## src/rtl/pmem_responder_pkg.sv

```systemverilog
// ============================================================================
// pmem_responder_pkg : shared LC-3b memory-side types and responder states
// Rev 1.0
// ============================================================================
`default_nettype none

package pmem_responder_pkg;

  typedef logic [15:0]  lc3b_word;
  typedef logic [127:0] lc3b_pmem_line;

  localparam int lc3b_pmem_offset_bits = 4;

  typedef enum logic [1:0] {
    IDLE = 2'd0,
    BUSY = 2'd1,
    RESP = 2'd2
  } pmem_resp_state_t;

endpackage

`default_nettype wire

```

## src/rtl/pmem_responder_if.sv

```systemverilog
// ============================================================================
// pmem_responder_if : 128-bit line request/response bus to physical memory
// Rev 1.0
// ============================================================================
`default_nettype none

interface pmem_responder_if;
  import pmem_responder_pkg::*;

  logic          pmem_read;
  logic          pmem_write;
  lc3b_word      pmem_address;
  lc3b_pmem_line pmem_wdata;
  lc3b_pmem_line pmem_rdata;
  logic          pmem_resp;

  modport master (
    output pmem_read, pmem_write, pmem_address, pmem_wdata,
    input  pmem_rdata, pmem_resp
  );

  modport slave (
    input  pmem_read, pmem_write, pmem_address, pmem_wdata,
    output pmem_rdata, pmem_resp
  );

endinterface

`default_nettype wire

```

## src/rtl/pmem_responder_line_array.sv

```systemverilog
// ============================================================================
// pmem_line_array : DEPTH x 128-bit line storage, async clear, 1W/1R(comb)
// Rev 1.0
// ============================================================================
`default_nettype none

module pmem_line_array
  import pmem_responder_pkg::*;
#(
  parameter int INDEX_BITS = 3
) (
  input  wire logic                  clk,
  input  wire logic                  rst,
  input  wire logic                  we_i,
  input  wire logic [INDEX_BITS-1:0] waddr_i,
  input  lc3b_pmem_line              wdata_i,
  input  wire logic [INDEX_BITS-1:0] raddr_i,
  output lc3b_pmem_line              rdata_o
);

  localparam int DEPTH = 2 ** INDEX_BITS;

  lc3b_pmem_line lines_q [DEPTH];

  always_ff @(posedge clk or posedge rst) begin
    if (rst) begin
      for (int i = 0; i < DEPTH; i++) begin
        lines_q[i] <= '0;
      end
    end else if (we_i) begin
      lines_q[waddr_i] <= wdata_i;
    end
  end

  assign rdata_o = lines_q[raddr_i];

endmodule

`default_nettype wire

```

## src/rtl/pmem_responder.sv

```systemverilog
// ============================================================================
// pmem_responder : fixed-latency line read/write responder over a line array
// Rev 1.0
// ============================================================================
`default_nettype none

module pmem_responder
  import pmem_responder_pkg::*;
#(
  parameter int LATENCY    = 4,
  parameter int INDEX_BITS = 3
) (
  input  wire logic        clk,
  input  wire logic        rst,
  pmem_responder_if.slave  bus
);

  localparam logic [3:0] LAT_M1 = 4'(LATENCY - 1);

  pmem_resp_state_t        state_q, state_d;
  logic [3:0]              cnt_q, cnt_d;
  logic                    op_we_q, op_we_d;
  logic [INDEX_BITS-1:0]   idx_q, idx_d;
  lc3b_pmem_line           wdata_q, wdata_d;
  lc3b_pmem_line           rdata_q, rdata_d;

  logic [INDEX_BITS-1:0]   w_req_idx;
  logic [INDEX_BITS-1:0]   w_arr_raddr;
  lc3b_pmem_line           w_arr_rdata;
  logic                    w_arr_we;
  logic                    w_unused_addr;

  assign w_req_idx     = bus.pmem_address[lc3b_pmem_offset_bits +: INDEX_BITS];
  assign w_unused_addr = ^{bus.pmem_address[15:lc3b_pmem_offset_bits+INDEX_BITS],
                           bus.pmem_address[lc3b_pmem_offset_bits-1:0]};

  // A LATENCY=1 read goes straight from IDLE to RESP, so the array must be
  // addressed by the live request in IDLE and by the latched index otherwise.
  assign w_arr_raddr = (state_q == IDLE) ? w_req_idx : idx_q;
  assign w_arr_we    = (state_q == RESP) && op_we_q;

  pmem_line_array #(
    .INDEX_BITS (INDEX_BITS)
  ) u_array (
    .clk     (clk),
    .rst     (rst),
    .we_i    (w_arr_we),
    .waddr_i (idx_q),
    .wdata_i (wdata_q),
    .raddr_i (w_arr_raddr),
    .rdata_o (w_arr_rdata)
  );

  always_ff @(posedge clk or posedge rst) begin
    if (rst) begin
      state_q <= IDLE;
      cnt_q   <= '0;
      op_we_q <= 1'b0;
      idx_q   <= '0;
      wdata_q <= '0;
      rdata_q <= '0;
    end else begin
      state_q <= state_d;
      cnt_q   <= cnt_d;
      op_we_q <= op_we_d;
      idx_q   <= idx_d;
      wdata_q <= wdata_d;
      rdata_q <= rdata_d;
    end
  end

  always_comb begin
    state_d = state_q;
    cnt_d   = cnt_q;
    op_we_d = op_we_q;
    idx_d   = idx_q;
    wdata_d = wdata_q;
    rdata_d = rdata_q;
    unique case (state_q)
      IDLE: begin
        if (bus.pmem_read || bus.pmem_write) begin
          op_we_d = bus.pmem_write;
          idx_d   = w_req_idx;
          wdata_d = bus.pmem_wdata;
          cnt_d   = LAT_M1;
          if (LATENCY > 1) begin
            state_d = BUSY;
          end else begin
            state_d = RESP;
            if (!bus.pmem_write) rdata_d = w_arr_rdata;
          end
        end
      end
      BUSY: begin
        cnt_d = cnt_q - 4'd1;
        if (cnt_q == 4'd1) begin
          state_d = RESP;
          if (!op_we_q) rdata_d = w_arr_rdata;
        end
      end
      RESP:    state_d = IDLE;
      default: state_d = IDLE;
    endcase
  end

  assign bus.pmem_rdata = rdata_q;
  assign bus.pmem_resp  = (state_q == RESP);

endmodule

`default_nettype wire
```

## src/flat_wrapper.sv

```systemverilog
// flat-port wrapper written by rule: the top's interface ports become plain ports
module pmem_responder_flat import pmem_responder_pkg::*;
#(
  parameter int LATENCY    = 4,
  parameter int INDEX_BITS = 3
)
  (clk, rst, bus_pmem_read, bus_pmem_write, bus_pmem_address, bus_pmem_wdata, bus_pmem_rdata, bus_pmem_resp);
  pmem_responder_if bus_i ();
  input  wire logic clk;
  input  wire logic rst;
  input wire logic [$bits(bus_i.pmem_read)-1:0] bus_pmem_read;
  input wire logic [$bits(bus_i.pmem_write)-1:0] bus_pmem_write;
  input wire logic [$bits(bus_i.pmem_address)-1:0] bus_pmem_address;
  input wire logic [$bits(bus_i.pmem_wdata)-1:0] bus_pmem_wdata;
  output wire logic [$bits(bus_i.pmem_rdata)-1:0] bus_pmem_rdata;
  output wire logic [$bits(bus_i.pmem_resp)-1:0] bus_pmem_resp;
  assign bus_i.pmem_read = bus_pmem_read;
  assign bus_i.pmem_write = bus_pmem_write;
  assign bus_i.pmem_address = bus_pmem_address;
  assign bus_i.pmem_wdata = bus_pmem_wdata;
  assign bus_pmem_rdata = bus_i.pmem_rdata;
  assign bus_pmem_resp = bus_i.pmem_resp;
  pmem_responder #(.LATENCY(LATENCY), .INDEX_BITS(INDEX_BITS)) u_core (.clk(clk), .rst(rst), .bus(bus_i));
endmodule
```

## config.mk

```make
export PLATFORM = sky130hd
export DESIGN_NAME = pmem_responder_flat
export DESIGN_NICKNAME = d
export VERILOG_FILES = /design/src/rtl/pmem_responder_pkg.sv /design/src/rtl/pmem_responder_if.sv /design/src/rtl/pmem_responder_line_array.sv /design/src/rtl/pmem_responder.sv /design/src/flat_wrapper.sv
export SDC_FILE = /design/constraint.sdc
export NUM_CORES = 2
export LEC_CHECK = 0
export BUFFER_PORTS_ARGS = -buffer_cell sky130_fd_sc_hd__clkbuf_2
export CAP_MARGIN = 20
export CORE_ASPECT_RATIO = 0.6
export CORE_MARGIN = 2
export CORE_UTILIZATION = 61
export DETAILED_ROUTE_END_ITERATION = 7
export HOLD_SLACK_MARGIN = 0.06
export PLACE_DENSITY = 0.76
export SYNTH_ARGS = -nofsm -noshare
export SYNTH_HDL_FRONTEND = slang
export SYNTH_SLANG_ARGS = --single-unit
export TNS_END_PERCENT = 1
```

## constraint.sdc

```tcl
create_clock -name clk -period 50.8 [get_ports clk]
set_input_delay 0 -clock clk [delete_from_list [all_inputs] [get_ports clk]]
set_output_delay 0 -clock clk [all_outputs]
set_load 0.05 [all_outputs]
```

==> results.md <==
- Seq/Total Area, Yosys: 0.577
- Crit path DAT: a little under 6 ns
- Average routed wire per standard cell: 23.9 µm
- Critical setup path kind: reg -> reg
- Largest net degree at the start of global routing: between 200 and 250
- Cell area after placement: just under 60000 µm²
- H-tree levels: 3
- Total Neg Setup Slack: 0 ns
- CTS Buffer Depth: 3
- Worst R2R Setup Slack: 45.51 ns
- Max Cap Viol: 0
- Design Power: between 0.003 and 0.004 W
- Cells after Synth: 4494
- Ys Warns: 0
- Ys async rst share: 1.00
- Largest area contributor in the netlist: dfrtp_1
- Vias per cell: 6.31
- Avg Cell Area, Syn: 12.5 µm²
- Clock Latency Late Sink: 0.72 ns
- Total track usage: 0.314
- Setup WS pre-CTS: 45.67 ns
- Most common cell in the netlist: dfrtp_1
- Setup violators final: 0
- Clock sinks: 1290
- Pre-antenna DRT Iters: 7
- Top Ports: 277
- Hold crit path type: in -> async
- Layout cells sized above 1: 0.315
- P_leak: approximately 32 nW
- Initial antenna violation count: 0
- Routed wire length: about 150000 µm
- Crit. End Element: register
- Req. time, crit path: 51.45 ns
- Die Width: 395 µm
- Hold WS: 0.0553 ns
- Status: completed
- Crit-path leading delay family: buffers and inverters
- Area Growth Syn to Fin: 15.6%
- Die Y: 239 µm
- Maximum vdd drop: 0.0770 mV
- Top cells by count, synth: 1290 x dfrtp_1, 1025 x mux2_2, 813 x nand2_1
- Worst Setup Slack, final: ~46 ns
- TritonCTS clock tree: yes
- Placer Congestion: 0.780
- Buffers on Ports: approximately 260
- Die Footprint: 94300 µm²
- Critical path cell sequence: or3b_4 > nand2_4 > buf_4 > buf_4 > buf_4 > a211oi_1 > a311oi_1 > a221o_1
- Worst-path maximum fanout: 86
- Final worst-path cycle share: 0.104
- PwrDens: 57.8 nW/µm²
- DRC: 0
- Initial drt markers: 3189
- Synth Flop Type: dfrtp_1
- CP most frequent cell: buf_4
- Synthesized cell area: around 56000 µm²
- Synth unique cells: 37
- Post-synth EDFFs: 0
- Slew @ Worst Pin: 1.14 ns
- Clock-pin slew on the worst setup and hold paths: 0.07 ns
- RSZ-0062 raised after global routing: false
- First-pass GRT wire length: 232000 µm
- Crit path buf inv count: 3
- Cell area after layout: 64700 µm²
- Inserted Clock Buffers: 113
- Synth top area share: 0.577
- Final Hold Viols: 0
- Max Slew Vio Count: 0
- Core ar.: ~90000 µm²
- HPWL after DPL: around 71000 µm
- Final nets: 5005
- Number of synthesized register bits: 1290
- CP max stage cell: buf_4
- CP startpoint kind: register
- Vias in the first global route: between 30000 and 40000
- Initial Utilization: 0.620
- Dominant cells by area after synthesis: dfrtp_1 58%, mux2_2 21%, nand2_1 5.5%
- CP max stage delay: 0.96 ns
- Post-route minimum period: around 5.3 ns
- Fmax: about 190 MHz
- Total grt overflow: 0
- Final ANT Viol Nets: 0
- Worst relative slew slack: 0.238
- Vias: around 39000
- Syn nets: 4644
- CTS root buf: clkbuf_16
- Worst clock skew: 0.0220 ns
- Row cnt: 85
## per-layer routing
| metal | track usage | up-vias | part of all wire |
|---|---|---|---|
| met4 | 0.102 | 0 | 0.029 |
| met5 | 0 | - | 0 |
| met3 | 0.0494 | 284 | 0.061 |
| met2 | 0.512 | 1284 | 0.48 |
| li1 | - | 17000 | - |
| met1 | 0.436 | 20300 | 0.43 |
## state kept, by name, summed over array words and instances, names as in the netlist
signal and cells:
u_core.u_array.lines_q 1024, u_core.bus.pmem_rdata 128, u_core.wdata_q 128, u_core.cnt_q 4, u_core.idx_q 3, u_core.state_q 2
u_core.op_we_q 1
## logic make-up after synthesis
family	count (synthesis)	share of synthesized area
flip-flops	1290	0.577
AND/OR/NAND/NOR	1095	0.0859
multiplexers	1078	0.216
AO/OA/AOI/OAI	648	0.0913
buffers and inverters	380	0.0297
adder cells (fa/ha/maj)	2	0.000447
XOR/XNOR	1	0.000157
## per-stage QoR
stage                util  std cells
floorplan               -       4494
global placement    0.640       5660
detailed placement  0.641       5661
CTS                 0.717       6168
global route        0.717       6168
finish              0.717       6169
## timing repair
| action | in CTS | in global routing |
|---|---|---|
| gates resized for setup | 0 | 0 |
| hold buffers | 297 | 0 |
| buffers inserted | 0 | 0 |
| endpoints found under the hold margin | 266 | 0 |
## cell type report
cell class                      count  area (µm²)
Antenna cell                        1        2.50
Clock buffer                      167        3370
Clock inverter                     43         523
Fill cell                        6138       25600
Inverter                            3        18.8
Multi-Input combinational cell   2824       22100
Sequential cell                  1290       32300
Tap cell                         1218        1520
Timing Repair Buffer              623        4860
## where the power goes
| group | total [W] | internal, W | switching (W) |
|---|---|---|---|
| clock network | 0.000903 | 0.000511 | 0.000392 |
| logic | 0.00124 | 0.000456 | 0.000780 |
| registers | 0.00160 | 0.00134 | 0.000264 |
## final timing paths
check / start / to / depth (start not counted)
worst max-delay path: u_core.state_q[1]$_DFFE_PP0P_ / u_core.bus.pmem_rdata[25]$_DFFE_PP0P_ / 8
worst min-delay path: rst / u_core.wdata_q[1]$_DFFE_PP0P_ / 3
worst max register to register: u_core.state_q[1]$_DFFE_PP0P_ / u_core.bus.pmem_rdata[25]$_DFFE_PP0P_ / 8
worst min register to register: u_core.u_array.lines_q[701]$_DFFE_PP0P_ / u_core.u_array.lines_q[701]$_DFFE_PP0P_ / 1
max in group asynchronous: rst / u_core.u_array.lines_q[52]$_DFFE_PP0P_ / 6
min in group clk: bus_pmem_wdata[19] / u_core.wdata_q[19]$_DFFE_PP0P_ / 4
## worst reg2reg max path, cell delays in order, from the launching register on
cell,delay (ns)
dfrtp_1,0.48
or3b_4,0.46
nand2_4,0.67
buf_4,1.00
buf_4,0.91
buf_4,0.89
a211oi_1,0.22
a311oi_1,0.41
a221o_1,0.19
## layout by cell type, fill, tap and decap left out, drive strengths merged
cell type    Yosys  final
a22o             1      1
and2             1      1
nor3b            2      2
clkbuf         223    430
diode            0      1
a211oi         307    307
nand2          813    813
dfrtp         1290   1290
o21a             1      1
bufinv           0     10
a221o          128    128
nand3            2      2
mux2          1025   1025
a21oi            1      1
clkinv           0     25
mux2i           53     53
a31oi          128    128
or3              1      1
nor2b            2      2
clkinvlp         0      5
buf            154     63
a311oi          77     77
and3           256    256
nand2b           1      1
xor2             1      1
ha               2      2
o21ai            5      5
nor2             8      8
or3b             2      2
nand4            1      1
dlygate4sd3      0    297
nand3b           2      2
or4              1      1
nor3             3      3
inv              3      6
Note: power is estimated with default switching activity, not from simulation.
